<file path="config.mk">
export PLATFORM = sky130hd
export DESIGN_NAME = key_inject_arbiter
export DESIGN_NICKNAME = d
export VERILOG_FILES = /design/src/rtl/key_inject_arbiter.sv
export SDC_FILE = /design/constraint.sdc
export NUM_CORES = 1
export LEC_CHECK = 0
export ABC_CLOCK_PERIOD_IN_PS = 1900
export CAP_MARGIN = 10
export CORE_MARGIN = 1.5
export CORE_UTILIZATION = 49
export CTS_CLUSTER_SIZE = 30
export DETAILED_ROUTE_END_ITERATION = 6
export PLACE_DENSITY = 0.78
export SETUP_SLACK_MARGIN = 0.3
export SYNTH_ARGS = -nofsm -noshare
export SYNTH_HDL_FRONTEND = slang
export SYNTH_SLANG_ARGS = --single-unit
</file>
<file path="constraint.sdc">
create_clock -name clk_in -period 1.9 [get_ports clk_in]
set_input_delay 0.475 -clock clk_in [delete_from_list [all_inputs] [get_ports clk_in]]
set_output_delay 0.475 -clock clk_in [all_outputs]
set_load 0.1 [all_outputs]
</file>
<file path="src/rtl/key_inject_arbiter.sv">
// key_inject_arbiter: shares the processor's instruction-injection slot between
// three active-low pushbuttons (KEY3/KEY2/KEY1) and a periodic game tick.
// Each button is synchronized, debounced and turned into a one-shot press event.
// Pending events are granted by fixed priority (tick > KEY3 > KEY2 > KEY1).
// Each grant is presented on a valid/ready handshake.
// Optional feature macro: KEY_INJECT_AUTOREPEAT_EN. When defined, a held button
// re-fires every REPEAT_CYCLES cycles.
module key_inject_arbiter #(
  parameter int          DEBOUNCE_CYCLES = 4,
  parameter int          TICK_PERIOD     = 1000,
  parameter logic [31:0] LEFT_INSN       = 32'h2843FFE0,
  parameter logic [31:0] RIGHT_INSN      = 32'h28420020,
  parameter logic [31:0] FIRE_INSN       = 32'h0C000010,
  parameter logic [31:0] TICK_INSN       = 32'h0C000020,
  parameter int          REPEAT_CYCLES   = 256
) (
  input  logic        clk_in,
  input  logic        reset,
  input  logic        KEY3,
  input  logic        KEY2,
  input  logic        KEY1,
  input  logic        inject_ready,
  output logic        inject_valid,
  output logic [31:0] insn_inject,
  output logic [3:0]  inject_src,
  output logic        event_dropped
);

  localparam int DB_W = ($clog2(DEBOUNCE_CYCLES) < 1) ? 1 : $clog2(DEBOUNCE_CYCLES);
  localparam int TK_W = ($clog2(TICK_PERIOD) < 1) ? 1 : $clog2(TICK_PERIOD);
  localparam logic [DB_W-1:0] DB_MAX = DB_W'(DEBOUNCE_CYCLES - 1);
  localparam logic [DB_W-1:0] DB_ONE = DB_W'(1);
  localparam logic [TK_W-1:0] TK_MAX = TK_W'(TICK_PERIOD - 1);
  localparam logic [TK_W-1:0] TK_ONE = TK_W'(1);

  typedef enum logic {
    IDLE = 1'b0,
    BUSY = 1'b1
  } state_t;

  // Button bit order everywhere: [2]=KEY3, [1]=KEY2, [0]=KEY1 (raw level, 1 = released)
  logic [2:0] key_raw;
  assign key_raw = {KEY3, KEY2, KEY1};

  logic [2:0]      sync1_q, sync1_d;
  logic [2:0]      sync2_q, sync2_d;
  logic [2:0]      deb_q, deb_d;
  logic [2:0]      deb_prev_q, deb_prev_d;
  logic [2:0]      press_q, press_d;
  logic [DB_W-1:0] db_cnt_q [3];
  logic [DB_W-1:0] db_cnt_d [3];
  logic [TK_W-1:0] tick_cnt_q, tick_cnt_d;
  logic            tick_evt;
  logic [3:0]      pend_q, pend_d;
  logic            dropped_q, dropped_d;
  logic [3:0]      events;
  logic [3:0]      grant;
  logic [31:0]     grant_insn;
  logic [2:0]      rep_fire;

  state_t          state_q;
  logic            valid_q;
  logic [31:0]     insn_q;
  logic [3:0]      src_q;

`ifdef KEY_INJECT_AUTOREPEAT_EN
  localparam int RP_W = ($clog2(REPEAT_CYCLES) < 1) ? 1 : $clog2(REPEAT_CYCLES);
  localparam logic [RP_W-1:0] RP_MAX = RP_W'(REPEAT_CYCLES - 1);
  localparam logic [RP_W-1:0] RP_ONE = RP_W'(1);

  logic [RP_W-1:0] rep_cnt_q [3];
  logic [RP_W-1:0] rep_cnt_d [3];

  // Repeat counters run only once the press event has been issued and clear on release
  always_comb begin
    rep_fire = '0;
    for (int i = 0; i < 3; i++) begin
      rep_cnt_d[i] = '0;
      if (!deb_q[i] && !deb_prev_q[i]) begin
        if (rep_cnt_q[i] == RP_MAX) begin
          rep_fire[i]  = 1'b1;
          rep_cnt_d[i] = '0;
        end else begin
          rep_cnt_d[i] = rep_cnt_q[i] + RP_ONE;
        end
      end
    end
  end

  // Repeat counter registers
  always_ff @(posedge clk_in) begin
    for (int i = 0; i < 3; i++) begin
      if (reset) rep_cnt_q[i] <= '0;
      else       rep_cnt_q[i] <= rep_cnt_d[i];
    end
  end
`else
  logic repeat_param_unused;
  assign repeat_param_unused = ^REPEAT_CYCLES;
  assign rep_fire = '0;
`endif

  // Synchronize, debounce and edge-detect each button
  always_comb begin
    sync1_d    = key_raw;
    sync2_d    = sync1_q;
    deb_prev_d = deb_q;
    for (int i = 0; i < 3; i++) begin
      deb_d[i]    = deb_q[i];
      db_cnt_d[i] = '0;
      if (sync2_q[i] != deb_q[i]) begin
        if (db_cnt_q[i] == DB_MAX) begin
          deb_d[i]    = sync2_q[i];
          db_cnt_d[i] = '0;
        end else begin
          db_cnt_d[i] = db_cnt_q[i] + DB_ONE;
        end
      end
    end
    press_d = (deb_prev_q & ~deb_q) | rep_fire;
  end

  // Free-running tick counter; the event fires on the wrap cycle
  always_comb begin
    tick_evt   = (tick_cnt_q == TK_MAX);
    tick_cnt_d = tick_evt ? '0 : (tick_cnt_q + TK_ONE);
  end

  // Fixed-priority grant, only offered while the slot is idle
  always_comb begin
    grant      = '0;
    grant_insn = '0;
    if (state_q == IDLE) begin
      if (pend_q[3]) begin
        grant      = 4'b1000;
        grant_insn = TICK_INSN;
      end else if (pend_q[2]) begin
        grant      = 4'b0100;
        grant_insn = LEFT_INSN;
      end else if (pend_q[1]) begin
        grant      = 4'b0010;
        grant_insn = RIGHT_INSN;
      end else if (pend_q[0]) begin
        grant      = 4'b0001;
        grant_insn = FIRE_INSN;
      end
    end
  end

  // Pending bits set on events, cleared by grant; a collision with a held bit is a drop
  always_comb begin
    events    = {tick_evt, press_q};
    pend_d    = (pend_q & ~grant) | events;
    dropped_d = dropped_q | (|(events & pend_q & ~grant));
  end

  // Input conditioning, tick and pending state registers
  always_ff @(posedge clk_in) begin
    if (reset) begin
      sync1_q    <= 3'b111;
      sync2_q    <= 3'b111;
      deb_q      <= 3'b111;
      deb_prev_q <= 3'b111;
      press_q    <= '0;
      tick_cnt_q <= '0;
      pend_q     <= '0;
      dropped_q  <= 1'b0;
    end else begin
      sync1_q    <= sync1_d;
      sync2_q    <= sync2_d;
      deb_q      <= deb_d;
      deb_prev_q <= deb_prev_d;
      press_q    <= press_d;
      tick_cnt_q <= tick_cnt_d;
      pend_q     <= pend_d;
      dropped_q  <= dropped_d;
    end
  end

  // Debounce counters
  always_ff @(posedge clk_in) begin
    for (int i = 0; i < 3; i++) begin
      if (reset) db_cnt_q[i] <= '0;
      else       db_cnt_q[i] <= db_cnt_d[i];
    end
  end

  // Two-state handshake FSM with registered outputs held stable while busy
  always_ff @(posedge clk_in) begin
    if (reset) begin
      state_q <= IDLE;
      valid_q <= 1'b0;
      insn_q  <= '0;
      src_q   <= '0;
    end else begin
      case (state_q)
        IDLE: begin
          if (|grant) begin
            state_q <= BUSY;
            valid_q <= 1'b1;
            insn_q  <= grant_insn;
            src_q   <= grant;
          end
        end
        BUSY: begin
          if (valid_q && inject_ready) begin
            state_q <= IDLE;
            valid_q <= 1'b0;
            insn_q  <= '0;
            src_q   <= '0;
          end
        end
        default: begin
          state_q <= IDLE;
          valid_q <= 1'b0;
          insn_q  <= '0;
          src_q   <= '0;
        end
      endcase
    end
  end

  assign inject_valid  = valid_q;
  assign insn_inject   = insn_q;
  assign inject_src    = src_q;
  assign event_dropped = dropped_q;

endmodule
</file>
==> impl_metrics.py, run 1 <==
metrics = {
    "global_route": {
        "grt_usage": 0.172,
        "met3_usage": 0.0681,
        "use_met1": 0.189,
        "grt-ovfl-total": 0,
        "grt_use_met2": 0.284,
        "top_usage_layer": "met2",
        "grt_pass1_wl_um": 5560,
        "antenna_found_initial": 0,
        "grt_pass1_vias": 1262,
        "grt_max_degree": 14,
    },
    "timing": {
        "fin_crit_sh": 0.787,
        "fmax_ghz": 0.668,
        "setup_viol": 0,
        "fin_skew_ns": 0.00371,
        "post-route-min-period_ns": 1.50,
        "drv_slew": 0,
        "hold_viol": 0,
        "rsz0062_at_grt": "no",
        "fin_tns_setup_ns": 0,
        "fin_ws_ns": 0.404,
    },
    "drt": {
        "dr_total_vias": 1353,
        "wl_per_cell_um": 11.8,
        "first_pass_iters": 4,
        "drt-total-wl_um": 3240,
        "drt_iter0_drc": 40,
        "vias_per_cell": 4.96,
        "remaining_drc_errors": 0,
        "ant_nets": 0,
    },
    "worst_setup_path": {
        "path_class": "flip-flop to primary output",
        "worstSetupEndpointType": "primary output",
        "rr_worst_depth": 3,
        "crit_required_ns": 1.42,
        "crit_arrival_ns": 1.02,
        "crit_path_start_kind": "flip-flop",
        "cp_max_fo": 6,
    },
    "cts": {
        "cts_tree": "done",
        "htree_levels": 2,
        "cts_buffers": 5,
        "clockBufferDepth": 2,
        "cts.sinks": 46,
        "cts_hold_buf": 0,
        "clk_pin_slew_ns": 0.08,
        "clock_latency_ns": 0.30,
        "clock-root-buffer": "clkbuf_8",
    },
    "final_layout": {
        "final_cell_mix": "dfxtp_1 (42), buf_12 (26), nor2_1 (19)",
        "layout.nets": 234,
        "syn2layout_area_growth_pct": 28.3,
        "layout-drive-gt1-share": 0.267,
        "final_util": 0.670,
        "num-fill-cells": 307,
        "antenna_cells": 0,
        "layout_commonest_cell": "dfxtp_1",
    },
    "floorplanning": {
        "dieHeight_um": 66.2,
        "initial_utilization": 0.522,
        "dieArea_sq_mm": 0.00438,
        "die-width_um": 66.2,
        "num_io_pins": 44,
        "fp-row-count": 22,
        "core-area_sq_mm": 0.00374,
    },
    "logic_synthesis": {
        "syn_area_sq_mm": 0.00196,
        "synthesis.instances": 203,
        "ys_warn_count": 0,
        "synthFlopType": "dfxtp_1",
        "syn_avg_cell_area_sq_um": 9.63,
        "synth_edf_count": 0,
        "netlist-cell-type-count": 44,
        "ys_seq_area_frac": 0.471,
        "synth_seq_cells": 46,
        "synthArstFlopShare": 0,
    },
    "power_and_ir_drop": {
        "power.density_mw_per_mm2": 704,
        "ir_drop_uv": 562,
        "total_power_mw": 1.77,
        "p_leak_nw": 1.02,
    },
    "placed_design": {
        "dp_hpwl_um": 2340,
        "globalplace.congestion": 0.743,
        "io_buffer_count": 29,
        "place_ws_ns": 0.102,
    },
    "outcome": {
        "status": "finished clean",
    },
    "min_path": {
        "holdPathStages": 2,
        "hold_path.class": "flip-flop to flip-flop",
    },
    "flow_run": {
        "max_cap_viol_count": 0,
    },
}
-- per-layer routing --
metal / up-vias / part of all wire
li1: 695 / -
met1: 608 / 0.41
met2: 45 / 0.49
met3: 5 / 0.077
met4: 0 / 0.020
met5: - / 0
-- cell families (layout without fill, tap and decap cells) --
family,after synthesis,after routing,synth area share
AO/OA/AOI/OAI,38,38,0.135
XOR/XNOR,6,6,0.0269
adder cells (fa/ha/maj),4,4,0.0256
buffers and inverters,47,56,0.159
flip-flops,46,46,0.471
other,1,14,0.00192
AND/OR/NAND/NOR,61,61,0.180
-- flip-flops by register name, summed over array words and instances, names as in the netlist --
name and flops:
inject_src 2, event_dropped 1, insn_inject 6, press_q 3
deb_prev_q 3, state_q 1, tick_cnt_q 10, deb_prev_d 3
sync1_q 3, sync2_q 3, db_cnt_q 6, inject_valid 1
pend_q 4
-- synthesized netlist by cell type (3+ instances only) --
master,number,area (sq um)
inv_1,11,41.3
a22o_1,3,26.3
a211o_1,3,26.3
a21oi_1,11,55.1
o21ai_0,5,25.0
nand3_1,3,15.0
xnor2_1,4,35.0
or3_1,6,37.5
or2_2,10,62.6
nand4_1,3,18.8
buf_4,29,218
nor2_1,19,71.3
nand2_1,4,15.0
nor2b_1,3,18.8
clkbuf_1,3,11.3
ha_1,4,50.1
dfxtp_1,46,921
-- through the flow --
step	instances	hold WS, ns	area (sq um)
CTS	273	0.415	2510
global route	273	0.423	2510
finish	273	0.410	2510
detailed placement	261	0.400	2360
floorplan	216	0.389	2010
global placement	261	0.393	2360
-- critical path, stage by stage, from the launching register on --
cell and delay [ns]:
dfxtp_4 0.40, buf_12 0.15, buf_12 0.17
-- power breakdown --
| group | switching (mW) | internal, mW | total [mW] |
|---|---|---|---|
| Combinational | 0.148 | 0.0300 | 0.178 |
| Clock | 0.309 | 0.293 | 0.602 |
| Sequential | 0.0114 | 0.975 | 0.986 |
| Total | 0.468 | 1.30 | 1.77 |
-- final timing paths --
kind	start	endpoint	slack, ns
min	deb_prev_q[1]	press_q[1]	0.41
max	insn_inject[16]	insn_inject[8]	0.40
max reg2reg	pend_q[3]	event_dropped	0.47
min reg2reg	deb_prev_q[1]	press_q[1]	0.41
-- cell type report --
type | instances | area [sq um] | area share
clock buffer | 7 | 86.3 | 0.0344
tap | 48 | 60.1 | 0.0239
timing repair buffer | 37 | 616 | 0.245
sequential | 46 | 928 | 0.370
clock inverter | 1 | 5.00 | 0.00200
multi-input combinational | 123 | 772 | 0.308
inverter | 11 | 41.3 | 0.0165
-- timing repair --
action	in CTS	in global routing
endpoints found under the hold margin	0	0
endpoints found under the setup margin	12	0
buffers inserted	4	0
resized for setup	0	0
No activity file was read; power rests on OpenSTA's default activity.
==> run 2, diff against run 1 <==
- ABC_CLOCK_PERIOD_IN_PS: 1900 -> 1550
- clock period: 1.9 -> 1.55 ns (I/O delays scaled with it)
==> impl_metrics.py, run 2 (same netlist as run 1, synthesis figures left out) <==
metrics = {
    "power_and_ir_drop": {
        "p_clk_frac": 0.399,
        "p_int_mw": 1.78,
        "power.density_mw_per_mm2": 859,
        "seq_power_share": 0.504,
        "switching_share": 0.248,
        "p_leak_nw": 1.13,
        "total_power_mw": 2.37,
        "pwr-share-comb": 0.097,
        "p_sw_uw": 588,
        "ir_drop_uv": 924,
    },
    "worst_setup_path": {
        "endpoint": "insn_inject[15]",
        "crit_path_top_delay_cell": "dfxtp_4",
        "cp.depth": 2,
        "crit_path_start_kind": "flip-flop",
        "cpLargestDelayFamily": "flip-flops",
        "rrSetupSlack_ns": 0.22,
        "critical_path.startpoint": "insn_inject[16]",
        "path_cells": "buf_12 > buf_12",
        "worstSetupEndpointType": "primary output",
        "crit_required_ns": 1.16,
        "rr_worst_depth": 3,
        "path_class": "flip-flop to primary output",
        "r2r-start": "pend_q[2]",
        "regToRegEndpoint": "insn_inject[4]",
        "max_stage_delay_ns": 0.36,
        "crit_path_frequent_cell": "buf_12",
        "cp_max_fo": 9,
        "critPathBufInv": 2,
        "crit_arrival_ns": 1.01,
    },
    "drt": {
        "ant_nets": 0,
        "first_pass_iters": 4,
        "drt-total-wl_um": 3900,
        "dr_total_vias": 1460,
        "wl_per_cell_um": 13.8,
        "vias_per_cell": 5.16,
        "drt_iter0_drc": 37,
        "remaining_drc_errors": 0,
    },
    "final_layout": {
        "layout_commonest_cell": "buf_12",
        "antenna_cells": 0,
        "regArea_sq_um": 982,
        "num-fill-cells": 262,
        "layout-drive-gt1-share": 0.447,
        "largest-register": "tick_cnt_q",
        "final_util": 0.736,
        "largest_register_ff_count": 10,
        "multi_input_area_sq_um": 856,
        "final_cell_mix": "buf_12 (25), dfxtp_1 (23), nor2_1 (19)",
        "layout.nets": 244,
        "syn2layout_area_growth_pct": 40.9,
    },
    "cts": {
        "clk_pin_slew_ns": 0.08,
        "cts_tree": "done",
        "htree_levels": 2,
        "clock_latency_ns": 0.30,
        "clock-root-buffer": "clkbuf_8",
        "clockBufferDepth": 2,
        "cts.sinks": 46,
        "cts_hold_buf": 0,
        "cts_buffers": 5,
    },
    "floorplanning": {
        "fp-row-count": 22,
        "die-width_um": 66.2,
        "num_io_pins": 44,
        "initial_utilization": 0.522,
        "dieHeight_um": 66.2,
        "core-area_sq_mm": 0.00374,
        "dieArea_sq_mm": 0.00438,
    },
    "global_route": {
        "grt_max_degree": 15,
        "grt_usage": 0.185,
        "antenna_found_initial": 0,
        "grt_pass1_vias": 1419,
        "grt-ovfl-total": 0,
        "grt_pass1_wl_um": 6090,
    },
    "min_path": {
        "hold_path.class": "flip-flop to flip-flop",
        "hp-start": "deb_prev_q[1]",
    },
    "timing": {
        "fin_skew_ns": 0.00420,
        "rsz0062_at_grt": "yes",
        "fmax_ghz": 0.717,
        "setup_viol": 0,
        "fin_crit_sh": 0.900,
        "hold_viol": 0,
        "drv_slew": 0,
        "post-route-min-period_ns": 1.39,
    },
    "outcome": {
        "status": "finished clean",
    },
    "placed_design": {
        "dp_hpwl_um": 2500,
        "globalplace.congestion": 0.753,
        "io_buffer_count": 29,
    },
    "flow_run": {
        "max_cap_viol_count": 0,
    },
}
## run 2: worst min-delay path, stage by stage (launching register included)
cell     delay [ns]
dfxtp_1        0.30
inv_1          0.04
nor2_1         0.03
## run 2: area by class of cell
cell class	count	area share
Clock buffer	8	0.0481
Inverter	11	0.0150
Multi-Input combinational cell	123	0.311
Sequential cell	46	0.356
Tap cell	48	0.0218
Timing Repair Buffer	47	0.248
## run 2: what timing repair did
action                     4_1_cts  5_1_grt
gates resized for setup         26       17
gates cloned                     0        0
setup buffers                    6        6
pin swaps                        8       12
setup endpoints to repair       46       38
## run 2: power by group through the flow
stage               clock, mW  combinational, mW  sequential [mW]
floorplan                   0              0.222             1.23
global placement            0              0.218             1.23
detailed placement          0              0.221             1.23
CTS                     0.962              0.224             1.20
global route             1.03              0.242             1.20
finish                  0.944              0.230             1.19
## run 2: worst min-delay path by stage
stage | to | slack, ns | depth (start not counted)
floorplan | sync2_q[0] | 0.39 | 1
global placement | sync2_q[0] | 0.39 | 1
detailed placement | sync2_q[1] | 0.40 | 1
CTS | press_q[2] | 0.41 | 2
global route | sync2_q[0] | 0.44 | 1
finish | press_q[1] | 0.41 | 2
## run 2: metal layers
layer  GRT usage  vias up  wire, um
met2       0.344       66      2000
met3      0.0733        6       330
met1       0.181      676      1500
met4      0.0714        0        68
met5           0        -         0
li1            -      712         -
## run 2: stage by stage
step / setup slack, ns / cells / hold WS, ns / setup TNS, ns / cell area (sq um)
floorplan: 0.236 / 216 / 0.389 / 0 / 2040
global placement: -0.103 / 263 / 0.393 / -1.72 / 2390
detailed placement: -0.181 / 263 / 0.398 / -3.17 / 2390
CTS: 0.145 / 277 / 0.415 / 0 / 2650
global route: 0.121 / 283 / 0.436 / 0 / 2760
finish: 0.156 / 283 / 0.412 / 0 / 2760
==> run 3, diff against run 2 <==
- ABC_CLOCK_PERIOD_IN_PS: 1550 -> default
==> results of run 3 <==
The final DEF is identical to that of run 2; final timing and power are the same.
